--- src/rtl/l1i_miss_handler_pkg.sv ---
// Shared types and constants for the L1 instruction-cache miss handler.
// Sizes, FSM encoding and the block-address alignment helper.
package l1i_miss_handler_pkg;

  localparam int SIZE_PC           = 32;
  localparam int SIZE_INSTRUCTION  = 64;
  localparam int BLOCK_INSTS       = 4;
  localparam int BLOCK_OFFSET_BITS = 5;
  localparam int BLOCK_W           = BLOCK_INSTS * SIZE_INSTRUCTION;

  typedef enum logic [2:0] {
    IDLE,
    REQ,
    WAIT,
    DRAIN,
    FILL
  } state_t;

  function automatic logic [SIZE_PC-1:0] block_align(input logic [SIZE_PC-1:0] addr);
    return {addr[SIZE_PC-1:BLOCK_OFFSET_BITS], {BLOCK_OFFSET_BITS{1'b0}}};
  endfunction

endpackage

--- src/rtl/l1i_fill_buffer.sv ---
// Beat counter and slot storage for one returning instruction block.
// block_o already includes the beat arriving this cycle, so the 4th beat can be filled without delay.
module l1i_fill_buffer
  import l1i_miss_handler_pkg::*;
(
  input  logic                        clk,
  input  logic                        reset,
  input  logic                        beat_i,
  input  logic                        discard_i,
  input  logic [SIZE_INSTRUCTION-1:0] data_i,
  output logic                        last_o,
  output logic [BLOCK_W-1:0]          block_o
);

  localparam int CNT_W = $clog2(BLOCK_INSTS);

  logic [CNT_W-1:0]            cnt_q, cnt_d;
  logic [SIZE_INSTRUCTION-1:0] slot_q [BLOCK_INSTS];
  logic                        write;

  assign write  = beat_i && !discard_i;
  assign last_o = beat_i && (cnt_q == CNT_W'(BLOCK_INSTS - 1));
  // Counter wraps to 0 on the 4th beat, ready for the next block.
  assign cnt_d  = beat_i ? cnt_q + CNT_W'(1) : cnt_q;

  always_ff @(posedge clk) begin
    if (reset) begin
      cnt_q <= '0;
    end else begin
      cnt_q <= cnt_d;
    end
  end

  always_ff @(posedge clk) begin
    if (write) begin
      slot_q[cnt_q] <= data_i;
    end
  end

  always_comb begin
    block_o = '0;
    for (int k = 0; k < BLOCK_INSTS; k++) begin
      block_o[k*SIZE_INSTRUCTION +: SIZE_INSTRUCTION] =
        (write && (cnt_q == CNT_W'(k))) ? data_i : slot_q[k];
    end
  end

endmodule

--- src/rtl/l1i_miss_handler.sv ---
// Single-entry L1 I-cache miss handler: one block request, 4-beat assembly, one-cycle fill.
// All outputs are registered from the next-state decode.
module l1i_miss_handler
  import l1i_miss_handler_pkg::*;
(
  input  logic                        clk,
  input  logic                        reset,
  input  logic                        miss_i,
  input  logic [SIZE_PC-1:0]          missAddr_i,
  input  logic                        flush_i,
  output logic                        memReq_o,
  output logic [SIZE_PC-1:0]          memAddr_o,
  input  logic                        memReady_i,
  input  logic                        memValid_i,
  input  logic [SIZE_INSTRUCTION-1:0] memData_i,
  output logic                        wrEnable_o,
  output logic [SIZE_PC-1:0]          wrAddr_o,
  output logic [BLOCK_W-1:0]          instBlock_o,
  output logic                        stall_o
);

  state_t               state_q, state_d;
  logic [SIZE_PC-1:0]   addr_q, addr_d;
  logic                 memReq_q, wrEnable_q, stall_q;
  logic [BLOCK_W-1:0]   instBlock_q;
  logic                 beat, discard, last;
  logic [BLOCK_W-1:0]   blockNext;

  assign beat    = memValid_i && ((state_q == WAIT) || (state_q == DRAIN));
  assign discard = (state_q == DRAIN);

  l1i_fill_buffer u_fill_buffer (
    .clk       (clk),
    .reset     (reset),
    .beat_i    (beat),
    .discard_i (discard),
    .data_i    (memData_i),
    .last_o    (last),
    .block_o   (blockNext)
  );

  always_comb begin
    state_d = state_q;
    addr_d  = addr_q;
    case (state_q)
      IDLE: begin
        if (miss_i && !flush_i) begin
          addr_d  = block_align(missAddr_i);
          state_d = REQ;
        end
      end
      REQ: begin
        if (memReady_i) begin
          state_d = flush_i ? DRAIN : WAIT;
        end else if (flush_i) begin
          state_d = IDLE;
        end
      end
      WAIT: begin
        // A flush landing on the final beat has nothing left to drain.
        if (last) begin
          state_d = flush_i ? IDLE : FILL;
        end else if (flush_i) begin
          state_d = DRAIN;
        end
      end
      DRAIN: begin
        if (last) begin
          state_d = IDLE;
        end
      end
      FILL:    state_d = IDLE;
      default: state_d = IDLE;
    endcase
  end

  always_ff @(posedge clk) begin
    if (reset) begin
      state_q     <= IDLE;
      addr_q      <= '0;
      memReq_q    <= 1'b0;
      wrEnable_q  <= 1'b0;
      stall_q     <= 1'b0;
      instBlock_q <= '0;
    end else begin
      state_q    <= state_d;
      addr_q     <= addr_d;
      memReq_q   <= (state_d == REQ);
      wrEnable_q <= (state_d == FILL);
      stall_q    <= (state_d != IDLE);
      if (state_d == FILL) begin
        instBlock_q <= blockNext;
      end
    end
  end

  assign memReq_o    = memReq_q;
  assign memAddr_o   = addr_q;
  assign wrEnable_o  = wrEnable_q;
  assign wrAddr_o    = addr_q;
  assign instBlock_o = instBlock_q;
  assign stall_o     = stall_q;

endmodule
--- config.mk ---
export PLATFORM = sky130hd
export DESIGN_NAME = l1i_miss_handler
export DESIGN_NICKNAME = d
export VERILOG_FILES = /design/src/rtl/l1i_miss_handler_pkg.sv /design/src/rtl/l1i_fill_buffer.sv /design/src/rtl/l1i_miss_handler.sv
export SDC_FILE = /design/constraint.sdc
export NUM_CORES = 1
export LEC_CHECK = 0
export BUFFER_PORTS_ARGS = -buffer_cell sky130_fd_sc_hd__buf_2
export CAP_MARGIN = 20
export CORE_MARGIN = 4
export CORE_UTILIZATION = 51
export DETAILED_ROUTE_END_ITERATION = 10
export GPL_TIMING_DRIVEN = 0
export HOLD_SLACK_MARGIN = 0.08
export PLACE_DENSITY = 0.74
export SYNTH_ARGS = -nofsm -noshare
export SYNTH_HDL_FRONTEND = slang
export SYNTH_HIERARCHICAL = 1
export SYNTH_SLANG_ARGS = --single-unit
--- constraint.sdc ---
create_clock -name clk -period 4.2 [get_ports clk]
set_input_delay 0 -clock clk [delete_from_list [all_inputs] [get_ports clk]]
set_output_delay 0 -clock clk [all_outputs]
set_load 0.01 [all_outputs]
# Word-level counts from Yosys, hierarchy flattened
# Memories as Yosys holds them, arrays and structs flattened. A register that Yosys moved wholly into a read port is not among the register bits.
# Index checks and enable logic that the tools add are counted.
# totals
n_memories,1
elab_cells,35
latchBits,0
rom_bits,0
reg_bits,35
ram_bits,256
output_inout_bits,323
# classes
n_mul,0
div,0
order_cmp,0
n_mux,11
bitwise,0
n_reduce_logical,10
add_sub_neg,1
shift,0
eq_ne,6
# memory_table
name,depth,width,rd,rd_clocked_by_memory_dff,wr,line_no,text
u_fill_buffer.slot_q,4,64,4,4,1,l1i_fill_buffer.sv:18,logic [SIZE_INSTRUCTION-1:0] slot_q [BLOCK_INSTS];
# op_table
op,n
2-to-1 mux 3 bit,7
case mux 3 bit (4 select lines),1
"equality test 3 x 1 -> 1 bit, second input constant",2
"equality test 3 x 2 -> 1 bit, second input constant",2
logical AND 1 bit,4
"equality test 3 bit, second input constant",1
zero test 3 bit,1
2-to-1 mux 1 bit,3
nonzero test 3 bit,1
"adder 2 x 1 -> 2 bit, second input constant",1
"equality test 2 bit, second input constant",1
zero test 1 bit,2
AND reduction 2 bit,1
logical OR 1 bit,1

# Logic depth before layout (Yosys ltp)
# Gate-level depths: netlist (run 1).
# depth
depth_word,7
mapped_depth,11
mapped_depth_nobuf,6

# Modules after synthesis
# The synthesis (run 1) kept the hierarchy.
# modules_own_cells
mod,seq_area_each_um2,cells_per_inst,instances,area_per_inst_um2
l1i_fill_buffer,7727.4,562,1,11832.6
l1i_miss_handler,5785.5,1362,1,11343.4

# Least setup slack after synthesis (run 1)
# OpenSTA, ideal clock, no wires.
# synth_path
kind,reg2reg
startpoint,reg state_q[1]
endpoint,mem u_fill_buffer.slot_q[3][0] (enable)
synth_period_minus_slack_ns,2.877
setup_time_ns,0.418
t_required_ns,3.782
arrival_time_ns,2.458
setup_slack_ns,1.323
stages_incl_launch_ff,8
path_buffers,4
cell_sequence,dfxtp_1 > buf_2 > and3_1 > buf_6 > nand3b_4 > buf_6 > buf_6 > inv_1
# synth_between
elab_chain_cells,6
elab_cells_between_ends,8
cone_classes,eq/ne (2); mux (2); reduce/logical (4)
# synth_rtl
element,line_no,text
start: declaration,l1i_miss_handler.sv:22,"state_t state_q, state_d;"
start signal: assignment,l1i_miss_handler.sv:86,state_q <= state_d;
equality test 3 x 2 -> 1 bit,l1i_miss_handler.sv:29,assign beat = memValid_i && ((state_q == WAIT) || (state_q == DRAIN));
logical OR 1 bit (*),l1i_miss_handler.sv:29,
logical AND 1 bit (*),l1i_miss_handler.sv:29,
named net beat,l1i_miss_handler.sv:26,"logic beat, discard, last;"
logical AND 1 bit (*),l1i_fill_buffer.sv:21,assign write = beat_i && !discard_i;
2-to-1 mux 1 bit (*),l1i_fill_buffer.sv:35,if (write) begin
2-to-1 mux 1 bit (implied by the code) (*),l1i_fill_buffer.sv:36,slot_q[cnt_q] <= data_i;
end: declaration,l1i_fill_buffer.sv:18,
# Mark *: on every way through the listed nets, which the timed path passes. The rest lies on a longest branch.

# Worst setup path in the final report (run 1)
# layout_path
startpoint,reg state_q[2]
endpoint,"reg instBlock_q[114], in the netlist instBlock_o[114], read port of u_fill_buffer.slot_q"
# layout_between
elab_chain_cells,7
elab_cells_between_ends,15
cone_classes,eq/ne (4); mux (7); reduce/logical (4)
# layout_rtl
element,line_no,text
equality test 3 x 2 -> 1 bit,l1i_miss_handler.sv:29,
logical OR 1 bit (*),l1i_miss_handler.sv:29,
logical AND 1 bit (*),l1i_miss_handler.sv:29,
named net beat,l1i_miss_handler.sv:26,
logical AND 1 bit (*),l1i_fill_buffer.sv:22,assign last_o = beat_i && (cnt_q == CNT_W'(BLOCK_INSTS - 1));
named net last,l1i_miss_handler.sv:26,
"2-to-1 mux 3 bit, on equally long branches","l1i_miss_handler.sv:68, l1i_miss_handler.sv:61",
case mux 3 bit (4 select lines) (*),l1i_miss_handler.sv:45,case (state_q)
equality test 3 bit (*),l1i_miss_handler.sv:91,if (state_d == FILL) begin
end: declaration,l1i_miss_handler.sv:25,logic [BLOCK_W-1:0] instBlock_q;
# Marks and branches as above.
# A chain may end at the register's enable or synchronous reset.

==> results of run 1 <==
==> power by group through the flow <==
stage | Sequential, mW | Clock, mW | Combinational, mW
6_report | 5.62 | 5.27 | 0.573
5_1_grt | 5.62 | 5.55 | 0.609
4_1_cts | 5.62 | 5.31 | 0.560
3_5_place_dp | 5.74 | 0 | 0.477
3_3_place_gp | 5.74 | 0 | 0.463
2_1_floorplan | 5.74 | 0 | 0.234
==> metal layers <==
layer	vias to the layer above	share of wire (%)	global-route usage, %
met3	157	7.6	6.76
met1	8833	39	34.2
li1	8249	-	-
met4	0	4.1	11.0
met5	-	0	0
met2	796	49	48.4
==> sequential cells by signal, summed over array words and instances, names as in the netlist <==
name                  count
memReq_o                  1
u_fill_buffer/slot_q    256
state_q                   3
stall_o                   1
instBlock_o             256
memAddr_o                27
u_fill_buffer/cnt_q       2
wrEnable_o                1
==> worst max-delay path, cell delays in order (launching register included) <==
cell	delay, ns
dfxtp_1	0.33
buf_6	0.13
inv_1	0.08
and3_1	0.20
buf_6	0.17
and2_1	0.14
clkbuf_1	0.20
inv_2	0.26
clkbuf_1	0.86
buf_1	0.55
o21ai_1	0.16
a21oi_1	0.18
==> final timing paths <==
path	startpoint	end	slack (ns)	depth (start not counted)
worst max-delay path	state_q[2]	instBlock_o[114]	0.85	11
worst min-delay path	memValid_i	u_fill_buffer/cnt_q[0]	0.1	5
worst max register to register	state_q[2]	instBlock_o[114]	0.85	11
worst min register to register	instBlock_o[227]	instBlock_o[227]	0.48	2
==> cell type report <==
class / count / area, um2 / area share [%]
well taps: 592 / 741 / 2.54
clock inverters: 27 / 293 / 1.00
flip-flops and latches: 547 / 13500 / 46.4
multi-input cells: 1153 / 8260 / 28.3
inverters: 9 / 36.3 / 0.125
clock buffers: 81 / 1670 / 5.73
repair buffers: 523 / 3220 / 11.1
plain buffers: 224 / 1400 / 4.82
==> cell usage in the layout, fill, tap and decap left out, types with 37 or more instances in the layout <==
cell type / synthesis / final
mux2_4: 196 / 196
a21oi_1: 285 / 285
buf_4: 37 / 37
clkbuf_1: 81 / 93
edfxtp_1: 256 / 256
buf_2: 33 / 442
nand3_1: 283 / 283
clkbuf_16: 0 / 60
o21ai_1: 240 / 240
buf_6: 51 / 51
dfxtp_1: 291 / 291
dlygate4sd3_1: 0 / 110
mux2_2: 60 / 60
o21ai_0: 44 / 44
==> kinds of logic after synthesis <==
group                    count (synthesis)
adder cells (fa/ha/maj)                  4
flip-flops                             547
AND/OR/NAND/NOR                        305
multiplexers                           257
AO/OA/AOI/OAI                          575
XOR/XNOR                                 2
buffers and inverters                  233
other                                    1
==> impl_results.md, run 1 <==
* Post-route setup TNS at 0 ns
* Clk root buf: clkbuf_16
* Synth top cells by count: dfxtp_1, a21oi_1, nand3_1
* Final setup fails at 0
* Diodes inserted at 0
* Lkg Pwr at 12.0 nW
* Wirelength per Cell at 22.9 um
* Req. time, crit path at 4.73 ns
* Final period util at between 70% and 80%
* Adder-Cell Fraction of Synth Area at 0.216%
* Number of CTS-inserted buffers at 57
* Fillcell total at between 3000 and 4000
* First-pass DRT Iterations at 6
* Synth Area in XOR/XNOR at 0.0756%
* Layout area overhead at 25.7%
* Largest family of logic cells by synthesized area: multiplexers
* Mean cell area of the mapped netlist at approximately 12 um2
* CTS Hold Buffers Added at between 100 and 150
* Initial core utilization at 52.0%
* Power per standard cell area at 393 mW/mm2
* Gp weighted congestion at between 0.9 and 1
* Placement Cell Area at 0.0261 mm2
* Slew @ Worst Pin at 1.11 ns
* Synth Warn # at 6
* Sink Count at 547
* Non-filler cells, final at 3156
* Worst setup margin at 0.845 ns
* First-pass GRT wire length at 109 mm
* Sw Ratio at 21.8%
* VDD IR-drop max at between 0.2 and 0.3 mV
* Layout Cell Area excl Fill at 0.0291 mm2
* Cell taking the most area after synthesis: edfxtp_1
* Slew Limit Fails at 0
* Core area at between 0.04 and 0.05 mm2
* Number of synthesized flops with an enable pin at 256
* DRT antenna net count at 0
* Worst skew pair latency at 0.61 ns
* Fmax at about 0.30 GHz
* Total power draw at 11.5 mW
* DIE HEIGHT at 221 um
* Worst-path clk slew at 0.06 ns
* Min cycle time layout at around 3.4 ns
* CP endpoint kind: register
* Post-synth top flop: dfxtp_1
* Starting DRT DRC Count at between 1500 and 2000
* Sequential share of power at 49.1%
* Crit path kind: register to register
* Worst min path class: input port to register
* Layout cell share with drive strength beyond 1 at 34.8%
* Max FO, Critical Path at 10
* Status: complete, no violations
* DR vias/cell at about 5.7
* Cell with the most instances after synthesis: dfxtp_1
* Post-synthesis mux area share at between 10% and 20%
* Worst path arrival time at just under 4 ns
* P_sw at between 2 and 2.5 mW
* Cell-internal power at about 9.0 mW
* Synth area leaders: edfxtp_1, dfxtp_1, mux2_4, a21oi_1, nand3_1
* Vias at roughly 18000
* Clock Path Buffers at 3
* Worst hold slack at 0.0980 ns
* Cell variety after synth at 38
* Vias in the first global route at 18300
* Port-buffer cells at 409
* Overall Global Routing Usage at 28.1%
* Post-synth top area share at 33.2%
* Site Rows at 77
* Simple-gate share of the synthesized area at 7.02%
* Fraction of registers with async set/reset at 0%
* Die W at roughly 220 um
* Register area share after synthesis at 58.3%
* DP Worst Slack at 0.854 ns
* Final wirelength at 72.2 mm
* CTS tree: done
* Crit path launch type: register
* H-tree Lvls at 2
* Clock power share at 45.9%
* Placed instance count at 2937
* Final Util at 65.3%
* # DRC at 0
* Setup bufs post-CTS at 0
* Gr ovfl total at 0
* I/O pin count at 425
* Final hold vios at 0
* FF+latch count, synth at 547
* Comb pwr share at 5.0%
* Post-CTS Resized at 0
* Slew margin rel. at 25.8%
* Max-cap viol count at 0
* Largest net degree at the start of global routing at 65
* RSZ-0062 raised after global routing: no
* Worst Skew at 0.0125 ns
* Layout Nets at 2621
* Synthesized netlist cell count at 1924
* Dpl hpwl at 49.8 mm
* Synth Area in Compound Gates at ~13%
* Die footprint at 0.0489 mm2
* Mapped cell area at 0.0232 mm2
* Initial antenna violation count at 1
Note: power is estimated with default switching activity, not from simulation.
==> run 2, diff against run 1 <==
--- a/config.mk
+++ b/config.mk
@@ -5,6 +5,7 @@
 export SDC_FILE = /design/constraint.sdc
 export NUM_CORES = 1
 export LEC_CHECK = 0
+export ABC_AREA = 1
 export BUFFER_PORTS_ARGS = -buffer_cell sky130_fd_sc_hd__buf_2
 export CAP_MARGIN = 20
 export CORE_MARGIN = 4
==> constraint.sdc (replaced) <==
create_clock -name clk -period 3.2 [get_ports clk]
set_input_delay 0 -clock clk [delete_from_list [all_inputs] [get_ports clk]]
set_output_delay 0 -clock clk [all_outputs]
set_load 0.01 [all_outputs]
==> run 2 against run 1 <==
Clock skew increased by 0.0021 ns; critical endpoint is now instBlock_o[190]; worst hold slack improved by 0.048 ns; non-clock buffer count increased by 6; register-to-register slack got worse by 0.71 ns; largest cell class unchanged; clock power increased by 26%; flip-flop and latch count unchanged; core utilization decreased by 0.24 points; combinational power increased by 48%; first-iteration DRC count increased by 57%; global-route usage increased by 1.8 points.
==> impl_results.md, run 2 <==
* Mapped cell area at approximately 0.022 mm2
* Layout Nets at 3152
* Mean cell area of the mapped netlist at roughly 9 um2
* Final period util at 95.6%
* Gr ovfl total at 0
* Final hold vios at 0
* Core area at 0.0432 mm2
* CTS tree: done
* Cell taking the most area after synthesis: edfxtp_1
* Cell-internal power at ~12 mW
* I/O pin count at roughly 430
* Lkg Pwr at 12.3 nW
* Commonest non-fill, non-tap cell in the layout: nand2_1
* First-pass DRT Iterations at 7
* Clk root buf: clkbuf_16
* Max-cap viol count at 0
* Overall Global Routing Usage at 29.9%
* Crit path launch type: register
* Slew margin rel. at 36.1%
* Initial antenna violation count at 1
* First-pass GRT wire length at 110 mm
* Gp weighted congestion at 0.867
* Sequential share of power at 49.7%
* Port-buffer cells at approximately 400
* Number of CTS-inserted buffers at 56
* FF+latch count, synth at approximately 550
* DIE HEIGHT at 217 um
* Crit path capture: instBlock_o[190]
* DR vias/cell at 5.52
* Slew Limit Fails at 0
* Vias at 20300
* VDD IR-drop max at roughly 0.37 mV
* Worst min path class: input port to register
* CP endpoint kind: register
* DRT antenna net count at 0
* Diodes inserted at 0
* Clock Path Buffers at 3
* Layout cell share with drive strength beyond 1 at 22.1%
* Site Rows at 76
* Critical Path Source: state_q[1]
* Non-filler cells, final at 3677
* Post-synth top area share at about a third
* Max FO, Critical Path at 10
* Register area share after synthesis at 60.5%
* Post-route setup TNS at 0 ns
* Setup bufs post-CTS at 0
* Placed instance count at 3474
* Number of synthesized flops with an enable pin at 256
* Final wirelength at between 70 and 80 mm
* Slew @ Worst Pin at ~0.96 ns
* Worst Skew at 0.0146 ns
* Largest net degree at the start of global routing at between 60 and 70
* Wirelength per Cell at 19.9 um
* Starting DRT DRC Count at 2428
* Post-synth top flop: dfxtp_1
* Worst setup margin at 0.139 ns
* Status: complete, no violations
* Worst-path clk slew at roughly 0.06 ns
* # DRC at 0
* Comb pwr share at around 5.7%
* Dpl hpwl at 50.5 mm
* RSZ-0062 raised after global routing: no
* P_sw at around 3.3 mW
* Req. time, crit path at 3.68 ns
* Synth top cells by count: nand2_1, nor2_1, dfxtp_1
* H-tree Lvls at 2
* Power per standard cell area at 529 mW/mm2
* Final setup fails at 0
* Reg2Reg Launch Point: state_q[1]
* Initial core utilization at 51.7%
* Synth area leaders: edfxtp_1, dfxtp_1, nand2_1, nor2_1, nand4_1
* Sink Count at approximately 550
* Vias in the first global route at 19100
* R2R cell count at 14
* Worst skew pair latency at roughly 0.61 ns
* Synth Warn # at 6
* Sw Ratio at 22.4%
* DP Worst Slack at -0.148 ns
* Min cycle time layout at 3.06 ns
* Worst path arrival time at about 3.5 ns
* Most frequent cells in the layout: nand2_1, nor2_1, buf_2
* Fmax at 0.327 GHz
* Clock power share at 44.6%
* Cell with the most instances after synthesis: nand2_1
* Crit path kind: register to register
* R2r setup slk at 0.14 ns
* Die W at 217 um
* Synthesized netlist cell count at roughly 2500
* Die footprint at around 0.047 mm2
* Layout area overhead at 25.9%
* RR Endpoint: instBlock_o[190]
* Cell variety after synth at 22
* Fraction of registers with async set/reset at 0%
run 2: cell types whose count changed in the layout (fill, tap and decap cells not counted), moves of 15 or more:
cell | previous run | this run
a21oi_1 | 285 | 29
buf_1 | 22 | 6
buf_2 | 442 | 488
buf_4 | 37 | 52
buf_6 | 51 | 29
inv_1 | 4 | 40
mux2_2 | 60 | 0
mux2_4 | 196 | 0
nand2_1 | 1 | 525
nand3_1 | 283 | 7
nand4_1 | 0 | 256
nor2_1 | 2 | 522
o21ai_0 | 44 | 233
o21ai_1 | 240 | 48
run 2: how the worst min path moves through the flow:
| stage | startpoint | to | slack (ns) | cells after the start |
|---|---|---|---|---|
| finish | miss_i | state_q[0] | 0.15 | 5 |
| global route | miss_i | state_q[0] | 0.14 | 5 |
| CTS | miss_i | state_q[0] | 0.08 | 5 |
| detailed placement | reset | state_q[2] | 0.29 | 2 |
| global placement | reset | state_q[1] | 0.27 | 2 |
| floorplan | reset | state_q[1] | 0.07 | 1 |
run 2: cells by family (layout without fill, tap and decap cells):
family	Yosys count	count (layout)	synth area share [%]
simple gates	1312	1312	25.0
flops	547	547	60.5
compound gates	314	314	7.05
buf+inv	289	904	7.08
fa+ha+maj	4	4	0.224
other cells	1	10	0.0168
xor+xnor	1	1	0.0393
run 2: power groups by stage:
stage	Clock (mW)	Sequential (mW)	Combinational (mW)
finish	6.63	7.40	0.847
floorplan	0	7.56	0.343
global placement	0	7.54	0.698
detailed placement	0	7.54	0.719
global route	6.97	7.40	0.912
CTS	6.69	7.39	0.823
run 2: through the flow:
| step | total power, mW | util [%] | hold slack [ns] | cell area (um2) |
|---|---|---|---|---|
| floorplan | 7.90 | - | 0.0691 | 22400 |
| global placement | 8.24 | 58.2 | 0.272 | 25100 |
| detailed placement | 8.26 | 58.3 | 0.290 | 25200 |
| CTS | 14.9 | 65.0 | 0.0804 | 28100 |
| global route | 15.3 | 65.1 | 0.138 | 28100 |
| finish | 14.9 | 65.1 | 0.146 | 28100 |
run 2: what timing repair did:
action / in CTS / in global routing
setup endpoints to repair: 11 / 201
gates resized for setup: 5 / 42
hold buffers: 99 / 0
endpoints found under the hold margin: 546 / 0
run 2: area by class of cell:
type	instances	area, um2
fill	3519	15100
sequential	547	13500
multi-input combinational	1641	7280
timing repair buffer	511	3090
clock buffer	70	1560
buffer	242	1430
tap	585	732
clock inverter	34	319
inverter	47	181
run 2: metal layers:
layer  up-vias  track usage, %  part of all wire [%]
met3       174            6.38                   9.6
met4         2            11.5                   3.9
li1       9470               -                     -
met5         -               0                 0.025
met2      1091            49.8                    47
met1      9556            38.5                    39
run 2: worst max-delay path: stages (launching register included):
cell and delay [ns]:
dfxtp_1 0.38, inv_2 0.07, nor2_4 0.14, inv_1 0.15, nor2_1 0.19, buf_4 0.27
buf_6 0.23, buf_2 0.24, nand2_1 0.07, inv_1 0.11, nand3_4 0.18, buf_6 0.24
clkbuf_1 0.26, o21ai_0 0.29, nor2_1 0.08
==> run 3, diff against run 2 <==
--- a/config.mk
+++ b/config.mk
@@ -13,8 +13,7 @@
 export DETAILED_ROUTE_END_ITERATION = 10
 export GPL_TIMING_DRIVEN = 0
 export HOLD_SLACK_MARGIN = 0.08
-export PLACE_DENSITY = 0.74
+export PLACE_DENSITY = 0.75
 export SYNTH_ARGS = -nofsm -noshare
 export SYNTH_HDL_FRONTEND = slang
-export SYNTH_HIERARCHICAL = 1
 export SYNTH_SLANG_ARGS = --single-unit
==> run 3 against run 2 <==
Setup slack gained 0.41 ns; non-clock buffer count shrank 49; clock power about the same; global-route usage decreased by 1.5 points; via count shrank 8.4%.
==> impl_results.md, run 3 <==
* Met3 Usage GRT at 6.35%
* Layout cell share with drive strength beyond 1 at 20.4%
* Sw Ratio at 21.4%
* DRT antenna net count at 0
* Final Util at 65.4%
* Layout Nets at 3092
* Met1 Use GR at about a third
* Register area share after synthesis at 62.1%
* Max-cap viol count at 0
* Cell taking the most area after synthesis: edfxtp_1
* Met2 usage at 49.1%
* Setup bufs post-CTS at 0
* # DRC at 0
* Mapped cell area at roughly 0.022 mm2
* Max FO, Critical Path at 36
* R2r setup slk at 0.55 ns
* Dpl hpwl at 47.7 mm
* DIE HEIGHT at 215 um
* Worst min path class: input port to register
* Clock power share at 45.0%
* I/O pin count at roughly 430
* CTS tree: done
* Die W at 215 um
* Cell-internal power at 11.5 mW
* Vias at 18600
* Worst skew pair latency at between 0.6 and 0.7 ns
* Cell with the most instances after synthesis: inv_1
* Fraction of registers with async set/reset at 0%
* Gp weighted congestion at approximately 0.87
* RSZ-0062 raised after global routing: no
* Core area at 0.0420 mm2
* Min cycle time layout at between 2 and 3 ns
* Worst Skew at 0.0186 ns
* Synthesized netlist cell count at 2409
* Clk root buf: clkbuf_16
* Number of CTS-inserted buffers at 55
* Post-synth top area share at 35.3%
* Wirelength per Cell at 18.9 um
* Worst setup margin at 0.545 ns
* Worst-path clk slew at 0.06 ns
* Busiest grt layer: met2
* FF+latch count, synth at 547
* Synth top cells by count: inv_1, nand2_1, nand3_1
* Final hold vios at 0
* Initial core utilization at 51.8%
* Commonest non-fill, non-tap cell in the layout: buf_2
* Final setup fails at 0
* Die footprint at approximately 0.046 mm2
* Slew @ Worst Pin at 1.04 ns
* Worst path arrival time at roughly 3 ns
* Vias in the first global route at 18100
* Final period util at 83.0%
* Largest net degree at the start of global routing at 65
* DR vias/cell at 5.21
* Synth area leaders: edfxtp_1, dfxtp_1, nand3_1, inv_1, nand2_1
* Clock Path Buffers at 3
* Layout area overhead at 26.3%
* Most frequent cells in the layout: buf_2, inv_1, nand2_1
* Cell variety after synth at 22
* First-pass DRT Iterations at 6
* Starting DRT DRC Count at around 1600
* VDD IR-drop max at 0.461 mV
* CTS Hold Buffers Added at 96
* Gr ovfl total at 0
* CP max stage cell: inv_2
* Diodes inserted at 0
* Slowest stage delay, CP at 0.58 ns
* CP endpoint kind: register
* Power per standard cell area at 534 mW/mm2
* Final wirelength at 67.5 mm
* Lkg Pwr at 12.5 nW
* Mean cell area of the mapped netlist at 9.03 um2
* DP Worst Slack at 0.557 ns
* Port-buffer cells at 408
* Number of synthesized flops with an enable pin at approximately 260
* Crit path kind: register to register
* Non-filler cells, final at 3571
* Initial antenna violation count at 0
* Worst-path cell chain: ha_1 -> nand4_1 -> buf_2 -> clkbuf_1 -> inv_2 -> buf_12
* Sink Count at ~550
* Sequential share of power at around half
* R2R cell count at 6
* Placed instance count at 3371
* Worst Hold Path Cells at 4
* Status: complete, no violations
* Overall Global Routing Usage at 28.4%
* Crit path launch type: register
* Comb pwr share at ~4.7%
* Site Rows at between 70 and 80
* Req. time, crit path at 3.48 ns
* Post-synth top flop: dfxtp_1
* Post-CTS Resized at 0
* Slew margin rel. at between 30% and 40%
* Slew Limit Fails at 0
* H-tree Lvls at 2
* P_sw at approximately 3.1 mW
* Fmax at ~0.38 GHz
* Synth Warn # at 0
* First-pass GRT wire length at 103 mm
## run 3: changes by cell type in the layout (fill, tap and decap cells not counted), sizes merged, moves of 134 or more
cell   delta
nor2    -384
nand3   +381
inv     +373
nand4   -252
a21oi   +192
o21ai   -191
nand2   -134
## run 3: through the flow
| step | TNS, ns | hold WS [ns] | area, um2 | power, mW |
|---|---|---|---|---|
| after floorplan | 0 | 0.0989 | 21800 | 7.81 |
| after global placement | -121.92 | 0.282 | 24500 | 8.11 |
| after detailed placement | 0 | 0.286 | 24600 | 8.12 |
| after CTS | 0 | 0.162 | 27500 | 14.7 |
| after global routing | 0 | 0.199 | 27500 | 15.1 |
| final | 0 | 0.192 | 27500 | 14.7 |
## run 3: power groups by stage
| stage | registers (mW) | logic (mW) | clock network, mW |
|---|---|---|---|
| 6_report | 7.39 | 0.688 | 6.60 |
| 5_1_grt | 7.39 | 0.743 | 6.97 |
| 4_1_cts | 7.39 | 0.678 | 6.67 |
| 3_5_place_dp | 7.54 | 0.579 | 0 |
| 3_3_place_gp | 7.54 | 0.564 | 0 |
| 2_1_floorplan | 7.55 | 0.254 | 0 |
## run 3: layer usage
| layer | routed length (um) | share of wire, % | vias up |
|---|---|---|---|
| met5 | 0 | 0 | - |
| met4 | 2860 | 4.2 | 0 |
| met3 | 5570 | 8.2 | 152 |
| met2 | 32800 | 49 | 867 |
| met1 | 26300 | 39 | 8736 |
| li1 | - | - | 8837 |
## run 3: worst max-delay path: cells and delay by family, from the launching register on
family        cells  cell delay (ns)
buf+inv           4             1.50
flops             1             0.35
fa+ha+maj         1             0.29
simple gates      1             0.15
## run 3: cells by family after synthesis
kind of cell / after synthesis / synth area share, %
and+or+nand+nor: 925 / 18.4
buffers and inverters: 617 / 12.0
DFF: 547 / 62.1
adders and majority gates: 4 / 0.230
xor gates and xnor gates: 1 / 0.0402
other: 1 / 0.0172
AOI/OAI and AO/OA: 314 / 7.22
## run 3: final timing paths
path / end / from
hold reg to reg: memAddr_o[10] / memAddr_o[10]
setup / recovery: u_fill_buffer.slot_q[3][14] / u_fill_buffer.cnt_q[0]
setup reg to reg: u_fill_buffer.slot_q[3][14] / u_fill_buffer.cnt_q[0]
hold / removal: memAddr_o[5] / miss_i
## run 3: final cells by class
type / count / area [um2]
fill: 3330 / 14600
sequential: 547 / 13500
multi-input combinational: 1254 / 5680
timing repair buffer: 511 / 3130
clock buffer: 81 / 1660
inverter: 424 / 1590
buffer: 193 / 1020
tap: 539 / 674
clock inverter: 22 / 215
